## config.mk

```make
export PLATFORM = sky130hd
export DESIGN_NAME = seg7_scan_drv
export DESIGN_NICKNAME = d
export VERILOG_FILES = /design/src/rtl/seg7_pkg.sv /design/src/rtl/seg7_refresh_tick.sv /design/src/rtl/seg7_scan_drv.sv
export SDC_FILE = /design/constraint.sdc
export NUM_CORES = 1
export LEC_CHECK = 0
export CAP_MARGIN = 15
export CORE_UTILIZATION = 44
export CTS_CLUSTER_DIAMETER = 120
export DETAILED_ROUTE_END_ITERATION = 12
export HOLD_SLACK_MARGIN = 0.03
export PLACE_DENSITY = 0.79
export SLEW_MARGIN = 20
export SYNTH_ARGS = -nofsm -noshare
export SYNTH_HDL_FRONTEND = slang
export SYNTH_SLANG_ARGS = --single-unit
```

## constraint.sdc

```tcl
create_clock -name sysclk -period 2.1 [get_ports sysclk]
set_input_delay 0.63 -clock sysclk [delete_from_list [all_inputs] [get_ports sysclk]]
set_output_delay 0.63 -clock sysclk [all_outputs]
set_load 0.05 [all_outputs]
```

## src/rtl/seg7_pkg.sv

```systemverilog
// Shared constants and types for the four-digit multiplexed seven-segment driver.
package seg7_pkg;

   localparam int NUM_DIGITS = 4;
   localparam int SEG_W      = 8;
   localparam int IDX_W      = 2;

   localparam logic [SEG_W-1:0]      SEG_OFF = 8'hFF;
   localparam logic [NUM_DIGITS-1:0] SEL_OFF = 4'hF;

   typedef logic [IDX_W-1:0] idx_t;

   // Active-low one-hot select for digit i.
   function automatic logic [NUM_DIGITS-1:0] digit_sel(input idx_t i);
      return ~(NUM_DIGITS'(1) << i);
   endfunction

endpackage

```

## src/rtl/seg7_refresh_tick.sv

```systemverilog
// Slot counter and digit index for the scan driver; flags the last cycle of a frame.
module seg7_refresh_tick
   import seg7_pkg::*;
#(
   parameter int REFRESH_DIV = 100000,
   parameter int CNT_W       = $clog2(REFRESH_DIV)
)(
   input  logic             sysclk,
   input  logic             rst_n,
   input  logic             enable,
   output logic [CNT_W-1:0] cnt,
   output logic [IDX_W-1:0] idx,
   output logic             frame_wrap
);

   localparam logic [CNT_W-1:0] CNT_MAX = CNT_W'(REFRESH_DIV - 1);
   localparam logic [IDX_W-1:0] IDX_MAX = IDX_W'(NUM_DIGITS - 1);

   logic slot_wrap;

   assign slot_wrap  = (cnt == CNT_MAX);
   assign frame_wrap = enable && slot_wrap && (idx == IDX_MAX);

   // Disabled scan parks at digit 0, slot start, so re-enable begins a fresh frame.
   always_ff @(posedge sysclk or negedge rst_n) begin
      if (!rst_n) begin
         cnt <= '0;
         idx <= '0;
      end else if (!enable) begin
         cnt <= '0;
         idx <= '0;
      end else if (slot_wrap) begin
         cnt <= '0;
         idx <= idx + 1'b1;
      end else begin
         cnt <= cnt + 1'b1;
      end
   end

endmodule

```

## src/rtl/seg7_scan_drv.sv

```systemverilog
// Four-digit multiplexed seven-segment driver with frame-synchronous word update.
// Optional brightness dimming is built when SEG7_DIM_EN is defined.
module seg7_scan_drv
   import seg7_pkg::*;
#(
   parameter int REFRESH_DIV = 100000,
   parameter int BLANK_CYC   = 1000
)(
   input  logic        sysclk,
   input  logic        rst_n,
   input  logic [31:0] seg_word,
   input  logic        load,
   input  logic        enable,
   input  logic [3:0]  duty,
   output logic [3:0]  LEDSEL,
   output logic [7:0]  LEDOUT,
   output logic        pending,
   output logic        frame_done
);

   localparam int CNT_W = $clog2(REFRESH_DIV);

   logic [CNT_W-1:0] cnt;
   logic [IDX_W-1:0] idx;
   logic             frame_wrap;
   logic [31:0]      active;
   logic [31:0]      pending_word;
   logic [31:0]      xfer_word;
   logic             xfer;
   logic             blank;
   logic             lit;

   seg7_refresh_tick #(
      .REFRESH_DIV (REFRESH_DIV),
      .CNT_W       (CNT_W)
   ) u_tick (
      .sysclk     (sysclk),
      .rst_n      (rst_n),
      .enable     (enable),
      .cnt        (cnt),
      .idx        (idx),
      .frame_wrap (frame_wrap)
   );

   generate
      if (BLANK_CYC == 0) begin : g_no_blank
         assign blank = 1'b0;
      end else begin : g_blank
         assign blank = (cnt < CNT_W'(BLANK_CYC));
      end
   endgenerate

`ifdef SEG7_DIM_EN
   logic [3:0] dim_cnt;

   always_ff @(posedge sysclk or negedge rst_n) begin
      if (!rst_n) dim_cnt <= '0;
      else        dim_cnt <= dim_cnt + 4'd1;
   end

   assign lit = (dim_cnt <= duty);
`else
   logic unused_duty;
   assign unused_duty = ^duty;
   assign lit         = 1'b1;
`endif

   // A load landing on the transfer cycle bypasses the pending register.
   assign xfer      = (frame_wrap || !enable) && (pending || load);
   assign xfer_word = load ? seg_word : pending_word;

   always_ff @(posedge sysclk or negedge rst_n) begin
      if (!rst_n) begin
         active       <= '1;
         pending_word <= '1;
         pending      <= 1'b0;
         LEDSEL       <= SEL_OFF;
         LEDOUT       <= SEG_OFF;
         frame_done   <= 1'b0;
      end else begin
         if (load) pending_word <= seg_word;

         if (xfer) begin
            active  <= xfer_word;
            pending <= 1'b0;
         end else if (load) begin
            pending <= 1'b1;
         end

         if (!enable || blank || !lit) begin
            LEDSEL <= SEL_OFF;
            LEDOUT <= SEG_OFF;
         end else begin
            LEDSEL <= digit_sel(idx);
            LEDOUT <= active[{idx, 3'b000} +: SEG_W];
         end

         frame_done <= frame_wrap;
      end
   end

endmodule

```

# Word-level counts from Yosys, hierarchy flattened
# Index checks and enable logic that the tools add are counted.
dict set report op_classes {
  eq_ne 3
  muxes 9
  shifts 2
  n_addsub 2
  order_cmp 1
  bitwise_logic 1
  n_reduce_logical 8
}
# cell n
set op_table {}
lappend op_table {{17-bit two-way mux} 2}
lappend op_table {{32-bit two-way mux} 1}
lappend op_table {{32-bit by 6-bit variable part select with 8-bit output} 1}
lappend op_table {{17-bit by 1-bit adder with 17-bit output (second input constant)} 1}
lappend op_table {{17-bit == test (second input constant)} 1}
lappend op_table {{17-bit by 10-bit less-than comparator with 1-bit output (second input constant)} 1}
lappend op_table {{8-bit two-way mux} 1}
lappend op_table {{2-bit two-way mux} 2}
lappend op_table {{4-bit two-way mux} 1}
lappend op_table {{4-bit inverter} 1}
lappend op_table {{1-bit by 2-bit << shifter with 4-bit output (first input constant)} 1}
lappend op_table {{1-bit logical AND} 3}
lappend op_table {{1-bit logical OR} 3}
lappend op_table {{2-bit by 1-bit adder with 2-bit output (second input constant)} 1}
lappend op_table {{2-bit == test (second input constant)} 1}
lappend op_table {{1-bit two-way mux} 2}
lappend op_table {{2-bit by 1-bit != test with 1-bit output (second input constant)} 1}
lappend op_table {{2-bit nonzero test} 1}
lappend op_table {{1-bit logical NOT} 1}
dict set report word_totals {
  register_bits 97
  in_bits 40
  output_inout_bits 14
}

# Depth between registers and ports, before layout
# Gate-level depths: netlist (run 1).
dict set report logic_depth {
  word_depth 6
  mapped_depth 8
}

# Cells and area by module
# A second synthesis (run 1) with hierarchy kept.
dict set report hier_totals {
  hier_cells 291
  area_unflattened_um2 4633.2
}
# mod area_each_um2 seq_area_each_um2 instances cells_each
set modules_own_cells {}
lappend modules_own_cells {seg7_scan_drv 3538.4 2047.0 1 194}
lappend modules_own_cells {seg7_refresh_tick 1094.8 475.5 1 97}

# Worst setup path before layout (run 1)
# Ideal clock, no wire load.
dict set report synth_timing {
  path_type {input -> register}
  startpoint {in load}
  endpoint {reg active[14]}
  t_arrival_ps 1845
  cell_stages 4
  t_required_ps 2015
  slack_ps 170
  cell_sequence {clkbuf_1 > clkbuf_1 > mux2_2 > mux2_1}
}
# item line
set synth_lines {}
lappend synth_lines {{start: declaration} seg7_scan_drv.sv:12} ;# input logic load,
lappend synth_lines {{32-bit two-way mux} n/a}
lappend synth_lines {{net xfer_word[14]} seg7_scan_drv.sv:28} ;# logic [31:0] xfer_word;
lappend synth_lines {{end signal: assignment} seg7_scan_drv.sv:84} ;# active <= xfer_word;
lappend synth_lines {{end: declaration} seg7_scan_drv.sv:26} ;# logic [31:0] active;
# The timed path passes the listed nets, and every way through them passes these cells.
# A chain may end at the register's enable or synchronous reset.

# Worst setup path in the final report (run 1)
dict set report layout_timing {
  startpoint {reg u_tick.cnt[0]}
  endpoint {reg active[9]}
}
dict set report layout_between {
  elab_chain_cells 5
}
# item line
set layout_lines {}
lappend layout_lines {{start: declaration} seg7_refresh_tick.sv:11} ;# output logic [CNT_W-1:0] cnt,
lappend layout_lines {{start signal: assignment} seg7_refresh_tick.sv:36} ;# cnt <= cnt + 1'b1;
lappend layout_lines {{17-bit == test} seg7_refresh_tick.sv:21} ;# assign slot_wrap = (cnt == CNT_MAX);
lappend layout_lines {{1-bit logical AND (2 in a row)} seg7_refresh_tick.sv:22} ;# assign frame_wrap = enable && slot_wrap && (idx == IDX_MAX);
lappend layout_lines {{1-bit logical OR} seg7_scan_drv.sv:69} ;# assign xfer = (frame_wrap || !enable) && (pending || load);
lappend layout_lines {{1-bit logical AND} seg7_scan_drv.sv:69}
# Every way passes these cells.

==> results of run 1 <==
==> routing by layer <==
metal  vias up  part of all wire (%)  track usage (%)
met5         -                     0                0
met4         0                   1.5            8.266
met3         7                   3.4            2.837
met2        44                    51            26.25
met1      1193                    45            20.06
li1       1097                     -                -
==> per-stage QoR <==
stage | power (mW) | hold slack, ps
floorplan | 2.564 | 334.4
CTS | 4.016 | 151.5
global route | 4.142 | 154.4
global placement | 2.721 | 468.3
detailed placement | 2.751 | 493.6
finish | 3.965 | 150.5
==> layout make-up <==
cell class	instances	share of cell area (%)
multi-input cells	166	30.20
well taps	108	2.718
flip-flops and latches	97	50.74
clock buffers	10	2.769
inverters	5	0.3775
clock inverters	6	1.460
repair buffers	62	11.73
==> sequential cells by signal, summed over array words and instances (netlist names) <==
register and flops:
u_tick.idx 2, pending_word 32, pending 1, active 32, frame_done 1, LEDSEL 4
LEDOUT 8, u_tick.cnt 17
==> worst max-delay path: stages (launching register included) <==
cell     delay (ps)
dfrtp_1         420
ha_1            260
and4_1          260
and4_1          230
a21oi_4         170
buf_12          210
mux2_2          350
==> worst paths after layout <==
check	from	cells past startpoint	to	slack, ps
setup / recovery	u_tick.cnt[0]	6	active[9]	120
max in group asynchronous	rst_n	2	active[9]	1320
setup reg to reg	u_tick.cnt[0]	6	active[9]	120
hold reg to reg	u_tick.cnt[0]	1	u_tick.cnt[0]	500
hold / removal	rst_n	1	u_tick.cnt[13]	150
min in group sysclk	u_tick.cnt[0]	1	u_tick.cnt[0]	500
==> power groups by stage <==
stage	combinational, mW	clock (mW)	sequential, mW
global placement	0.435	0	2.29
finish	0.445	1.25	2.27
floorplan	0.293	0	2.27
detailed placement	0.452	0	2.30
global route	0.486	1.36	2.29
CTS	0.455	1.29	2.27
==> synth_stat cells (all sizes together), types with 2 or more instances <==
cell,instances,area [um2]
inv,5,18.77
nor4,6,37.54
xnor2,12,105.1
a21oi,2,21.27
dfstp,76,1997
nor3,5,25.02
dfrtp,21,525.5
mux2,64,720.7
nand3,5,25.02
nor2b,2,12.51
buf,7,56.30
mux4,8,180.2
nand2b,9,56.30
o21ai,2,10.01
and4,2,17.52
and2,2,12.51
ha,5,62.56
nand4,5,31.28
xor2,4,35.03
nor2,20,75.07
clkbuf,7,27.52
nand2,8,30.03
==> cells by family (layout without fill, tap and decap cells) <==
family / Yosys count / count (layout) / share of synthesized area [%]
xor+xnor: 16 / 16 / 3.396
buf+inv: 19 / 83 / 2.486
simple gates: 67 / 67 / 8.460
mux: 73 / 73 / 22.07
flops: 97 / 97 / 61.13
compound gates: 5 / 5 / 0.9400
fa+ha+maj: 5 / 5 / 1.516
==> results.json, run 1 <==
{
  "fin_util_pct": 55.91,
  "gp_congestion": 0.8222,
  "wl_per_cell_um": 15.92,
  "fp.coreArea_um2": 8891,
  "fmax_mhz": 505.5,
  "die_y_um": 98.84,
  "yosys_register_bits": 97,
  "root_buffer": "clkbuf_8",
  "worst_slew_pin_slew_ps": 488.5,
  "avgSynthCellArea_um2": 14.63,
  "grt_usage_pct": 15.88,
  "die_w_um": 98.84,
  "syn_area_um2": 4126,
  "internal-power_mw": 3.066,
  "cts_inserted_buffers": 9,
  "hpwl_um": 4912,
  "layout.cells.non_filler": 454,
  "hold_violations": 0,
  "initial_utilization_pct": 46.41,
  "drv_slew": 0,
  "first_pass_iters": 4,
  "yosysWarnings": 0,
  "drtIter0Drc": 54,
  "layout_commonest_cell": "dfstp_2",
  "min_path_type": "primary input to asynchronous set/reset pin",
  "viasPerCell": 5.156,
  "ir_worst_vdd_v": 0.0003280,
  "async_flop_share_pct": 100.0,
  "status": "complete, no violations",
  "setup_slack_ps": 121.7,
  "crit_type": "register to register",
  "syn_to_final_growth_pct": 20.47,
  "fillers": 719,
  "grt_max_degree": 45,
  "pwr-share-comb_pct": 11.2,
  "postPlaceCellArea_um2": 4761,
  "antenna_left": 0,
  "clk_pin_slew_ps": 90,
  "rows": 34,
  "rsz0062_at_grt": "false",
  "synth.distinct_cells": 32,
  "cp-start-kind": "register",
  "p_sw_share_pct": 22.66,
  "p_seq_share_pct": 57.2,
  "routed_wl_um": 7228,
  "cts_resized": 0,
  "hold_buffers": 0,
  "antenna_found_initial": 0,
  "grt_pass1_vias": 2421,
  "placed_cells": 438,
  "grt_pass1_wl_um": 11740,
  "cp_max_fo": 26,
  "seq_area_um2": 2522,
  "powerDensity_nw_per_um2": 797.6,
  "synth-edff-count": 0,
  "final_cell_mix": "76 x dfstp_2, 56 x mux2_2, 33 x clkdlybuf4s50_1",
  "vias": 2341,
  "layout.nets": 386,
  "synth_cells": 282,
  "cts_tree": "built",
  "end_kind": "register",
  "port-buffer-count": 49,
  "synth_nets": 327,
  "period_share_pct": 94.21,
  "ios": 54,
  "dieArea_um2": 9769,
  "leakagePower_nw": 1.928,
  "finalInstanceArea_um2": 4971,
  "clock_tree.buffer_depth": 2,
  "drive_gt1_share_pct": 53.76,
  "setup_viol": 0,
  "switchingPower_mw": 0.8984,
  "dp_slack_ps": 62.76,
  "grt_remaining_overflow": 0,
  "cts_setup_buffers": 0,
  "slew_headroom_pct": 67.13,
  "drc_errors": 0,
  "period_minus_slack_ps": 1978,
  "multi_input_area_um2": 1501,
  "antenna_cells": 0,
  "clock_latency_ps": 360,
  "finalClockSkew_ps": 12.86,
  "cap_violations": 0,
  "numClockSinks": 97,
  "worst-endpoint-required_ps": 2390,
  "arrival_ps": 2260,
  "finalSetupTns_ps": 0,
  "cts-htree-levels": 3,
  "clkPwrFrac_pct": 31.6,
  "yosysSeqAreaShare_pct": 61.13,
  "synth_flop_cell": "dfstp_2"
}
Power figures use the tool's default switching activity.
==> run 2: changes to the inputs <==
CTS_BUF_LIST = sky130_fd_sc_hd__clkbuf_4   (was unset)
CTS_CLUSTER_SIZE = 8   (was unset)
==> run 2 against run 1 <==
Compared with the run above:
- via count increased by 1.3%
- final area is 1.3% lower
- setup slack got worse by 15 ps
- sequential cell count is the same
- critical path type unchanged
==> results.json, run 2 (same netlist as run 1, synthesis figures left out) <==
{
  "hold_violations": 0,
  "fillers": 719,
  "rows": 34,
  "layout.cells.non_filler": 455,
  "hold_buffers": 0,
  "period_share_pct": 94.91,
  "drv_slew": 0,
  "setup_viol": 0,
  "syn_to_final_growth_pct": 18.92,
  "cts-htree-levels": 3,
  "power_mw": 3.727,
  "drc_errors": 0,
  "antenna_left": 0,
  "postPlaceCellArea_um2": 4761,
  "finalInstanceArea_um2": 4907,
  "min_path_type": "primary input to asynchronous set/reset pin",
  "viasPerCell": 5.213,
  "vias": 2372,
  "grt_remaining_overflow": 0,
  "finalSetupTns_ps": 0,
  "first_pass_iters": 6,
  "leakagePower_nw": 1.899,
  "seq_area_um2": 2522,
  "layout.nets": 386,
  "die_y_um": 98.84,
  "fp.coreArea_um2": 8891,
  "dp_slack_ps": 62.76,
  "largestRegisters": "active x32, pending_word x32, u_tick.cnt x17",
  "antenna_found_initial": 1,
  "fin_util_pct": 55.19,
  "worst_slew_pin_slew_ps": 422.7,
  "port-buffer-count": 49,
  "finalClockSkew_ps": 18.19,
  "initial_utilization_pct": 46.41,
  "multi_input_area_um2": 1501,
  "ios": 54,
  "cts_inserted_buffers": 9,
  "cp_slowest_cell": "dfrtp_1",
  "grt_usage_pct": 15.77,
  "die_w_um": 98.84,
  "r2r-start": "u_tick.cnt[0]",
  "critPathBufInv": 1,
  "cp.depth": 6,
  "arrival_ps": 2380,
  "grt_max_degree": 45,
  "status": "complete, no violations",
  "numClockSinks": 97,
  "crit_top_cell": "and4_1",
  "cts_setup_buffers": 0,
  "reg2reg_depth": 6,
  "wl_per_cell_um": 15.75,
  "routed_wl_um": 7168,
  "fmax_mhz": 501.7,
  "drtIter0Drc": 64,
  "worstSetupStartpoint": "u_tick.cnt[0]",
  "cts_tree": "built",
  "clk_pin_slew_ps": 150,
  "setup_slack_ps": 106.8,
  "drive_gt1_share_pct": 53.47,
  "worst-endpoint-required_ps": 2480,
  "placed_cells": 438,
  "crit_path_max_incr_delay_ps": 440,
  "hpwl_um": 4912,
  "worst_r2r_endpoint": "active[6]",
  "grt_pass1_wl_um": 11670,
  "cts_resized": 0,
  "ir_worst_vdd_v": 0.0002896,
  "cap_violations": 0,
  "layout_commonest_cell": "dfstp_2",
  "cpLargestDelayFamily": "simple AND/OR/NAND/NOR gates",
  "cp-start-kind": "register",
  "dieArea_um2": 9769,
  "root_buffer": "clkbuf_4",
  "reg2reg_slack_ps": 110,
  "endpoint": "active[6]",
  "clock_tree.buffer_depth": 2,
  "final_cell_mix": "76 x dfstp_2, 56 x mux2_2, 33 x clkdlybuf4s50_1",
  "clock_latency_ps": 450,
  "gp_congestion": 0.8222,
  "cp_max_fo": 26,
  "slew_headroom_pct": 71.56,
  "powerDensity_nw_per_um2": 759.4,
  "crit_type": "register to register",
  "rsz0062_at_grt": "false",
  "end_kind": "register",
  "hold-worst-slack_ps": 53.13,
  "grt_pass1_vias": 2455,
  "period_minus_slack_ps": 1993,
  "path_cells": "ha_1, and4_1, and4_1, a21oi_4, buf_12, mux2_2"
}
run 2: changes by cell type in the layout (fill, tap and decap cells not counted), sizes merged:
cell    change
clkbuf      -1
diode       +1
clkinv      +1
run 2: worst min-delay path by stage:
| stage | cells past startpoint | endpoint | start |
|---|---|---|---|
| global placement | 1 | u_tick.cnt[0] | u_tick.cnt[0] |
| detailed placement | 1 | u_tick.cnt[0] | u_tick.cnt[0] |
| floorplan | 0 | frame_done | rst_n |
| CTS | 1 | u_tick.cnt[13] | rst_n |
| global route | 1 | u_tick.cnt[13] | rst_n |
| finish | 1 | u_tick.cnt[13] | rst_n |
run 2: power by group:
| part | switching [mW] | internal, mW |
|---|---|---|
| Sequential | 0.0797 | 2.19 |
| Clock | 0.637 | 0.374 |
| Combinational | 0.166 | 0.279 |
| Total | 0.883 | 2.84 |
run 2: per-layer routing:
layer / vias to the layer above / wire, um / part of all wire (%) / track usage (%)
met4: 0 / 165 / 2.3 / 9.185
met2: 48 / 3625 / 51 / 25.98
li1: 1103 / - / - / -
met1: 1211 / 3164 / 44 / 19.73
met3: 10 / 212 / 3.0 / 2.624
met5: - / 0 / 0 / 0
run 2: area by class of cell:
type / instances / area share [%]
clock inverter: 7 / 1.555
sequential: 97 / 51.40
inverter: 5 / 0.3825
multi-input combinational: 166 / 30.60
timing repair buffer: 62 / 11.88
clock buffer: 9 / 1.377
antenna: 1 / 0.05099
tap: 108 / 2.754
==> run 3: changes to the inputs <==
CORE_UTILIZATION = 30   (was 44)
DONT_BUFFER_PORTS = 1   (was unset)
PLACE_DENSITY = 0.55   (was 0.79)
==> run 3 against run 2 <==
Compared with the run above:
- the run now ends with hold timing left
- setup slack improved by 12 ps
- final area shrank 7.5%
- register-to-register slack about the same
- count of clock-buffer cells in the layout grew 1
- non-clock buffer count decreased by 54
- via count shrank 9.6%
- critical path depth unchanged
- first-iteration DRC count is 120% higher
- critical path type unchanged
- largest cell class unchanged
- highest routed layer unchanged
==> results.json, run 3 (same netlist as run 1, synthesis figures left out) <==
{
  "rsz0062_at_grt": "false",
  "hold-worst-slack_ps": -118.6,
  "crit_type": "register to register",
  "slew_headroom_pct": 61.73,
  "drv_slew": 0,
  "port-buffer-count": 0,
  "dieArea_um2": 14230,
  "cts_setup_buffers": 0,
  "largestRegisters": "active x32, pending_word x32, u_tick.cnt x17",
  "grt_max_degree": 98,
  "die_w_um": 119.3,
  "grt_usage_pct": 10.86,
  "final_cell_mix": "76 x dfstp_2, 56 x mux2_2, 21 x dfrtp_1",
  "gp_congestion": 0.7949,
  "fmax_mhz": 504.7,
  "crit_top_cell": "and4_1",
  "cts_resized": 0,
  "min_path_type": "primary input to asynchronous set/reset pin",
  "status": "complete, but fails checks",
  "powerDensity_nw_per_um2": 838.2,
  "worst_r2r_endpoint": "active[27]",
  "worst_slew_pin_slew_ps": 574.0,
  "die_y_um": 119.3,
  "ir_worst_vdd_v": 0.0002892,
  "cts_tree": "built",
  "setup_viol": 0,
  "cp-start-kind": "register",
  "initial_utilization_pct": 30.91,
  "drive_gt1_share_pct": 56.36,
  "finalClockSkew_ps": 17.94,
  "period_minus_slack_ps": 1981,
  "crit_path_max_incr_delay_ps": 430,
  "arrival_ps": 2330,
  "period_share_pct": 94.35,
  "r2r-start": "u_tick.cnt[0]",
  "cap_violations": 0,
  "antenna_left": 0,
  "grt_use_met3_pct": 2.586,
  "gr-max-usage-layer": "met2",
  "critPathBufInv": 1,
  "use_met2_pct": 15.88,
  "cp_slowest_cell": "dfrtp_1",
  "numClockSinks": 97,
  "finalSetupTns_ps": 0,
  "layout_commonest_cell": "dfstp_2",
  "clock_latency_ps": 430,
  "grt_pass1_vias": 2208,
  "clock_tree.buffer_depth": 2,
  "cts-htree-levels": 3,
  "routed_wl_um": 7160,
  "layout.nets": 332,
  "vias": 2144,
  "clk_pin_slew_ps": 150,
  "path_cells": "ha_1, and4_1, and4_1, a21oi_4, buf_12, mux2_2",
  "leakagePower_nw": 1.698,
  "met1_usage_pct": 15.60,
  "cts_inserted_buffers": 9,
  "cp_max_fo": 19,
  "antenna_cells": 0,
  "viasPerCell": 4.591,
  "root_buffer": "clkbuf_4",
  "ios": 54,
  "hold_violations": 21,
  "drc_errors": 0,
  "cpLargestDelayFamily": "simple AND/OR/NAND/NOR gates",
  "drtIter0Drc": 142,
  "reg2reg_depth": 6,
  "violations": "hold timing",
  "worst-endpoint-required_ps": 2450,
  "power_mw": 3.805,
  "grt_pass1_wl_um": 11670,
  "grt_remaining_overflow": 0,
  "fp.coreArea_um2": 13350,
  "syn_to_final_growth_pct": 10.01,
  "wl_per_cell_um": 15.33,
  "end_kind": "register",
  "first_pass_iters": 4,
  "rows": 42,
  "antenna_found_initial": 0,
  "hpwl_um": 4544,
  "reg2reg_slack_ps": 120
}
run 3: cell types whose count changed in the layout (fill, tap and decap cells not counted), moves of 2 or more:
cell	change
clkdlybuf4s50_1	-33
bufinv_16	+2
buf_4	-20
inv_6	-2
run 3: where the power goes:
| part | internal, mW | switching (mW) |
|---|---|---|
| registers | 2.19 | 0.0768 |
| clock network | 0.613 | 0.598 |
| logic | 0.219 | 0.109 |
| total | 3.02 | 0.783 |
run 3: cell type report:
| class | instances | area, um2 |
|---|---|---|
| Clock buffer | 10 | 75.07 |
| Inverter | 5 | 18.77 |
| Fill cell | 1324 | 8808 |
| Tap cell | 176 | 220.2 |
| Clock inverter | 5 | 103.9 |
| Timing Repair Buffer | 8 | 97.59 |
| Multi-Input combinational cell | 166 | 1501 |
| Sequential cell | 97 | 2522 |
run 3: worst max-delay path by stage:
stage | depth (start not counted) | endpoint | startpoint | slack [ps]
after floorplan | 4 | active[14] | load | 170
after global placement | 6 | active[21] | u_tick.cnt[0] | 160
after detailed placement | 6 | active[13] | u_tick.cnt[0] | 140
after CTS | 6 | active[11] | u_tick.cnt[0] | 120
after global routing | 6 | active[18] | u_tick.cnt[0] | 40
final | 6 | active[27] | u_tick.cnt[0] | 120
run 3: layer usage:
| layer | share of wire (%) | routed length [um] |
|---|---|---|
| met1 | 50 | 3553 |
| met2 | 47 | 3333 |
| met3 | 2.6 | 184 |
| met4 | 1.3 | 90 |
| met5 | 0 | 0 |
run 3: worst register-to-register path, cell delays in order, from the launching register on:
cell,delay (ps)
dfrtp_1,430
ha_1,260
and4_1,250
and4_1,220
a21oi_4,210
buf_12,200
mux2_2,360
run 3: per-stage QoR:
stage                     hold WS, ps  utilization [%]  instances  worst slack (ps)  instance area (um2)
after floorplan                 334.4                -        282             170.2                 4126
after global placement          337.8            32.67        452             158.5                 4360
after detailed placement        337.9            32.67        452             142.1                 4360
after CTS                      -162.9            34.01        467             116.7                 4539
after global routing           -177.1            34.01        467             36.10                 4539
final                          -118.6            34.01        467             118.7                 4539
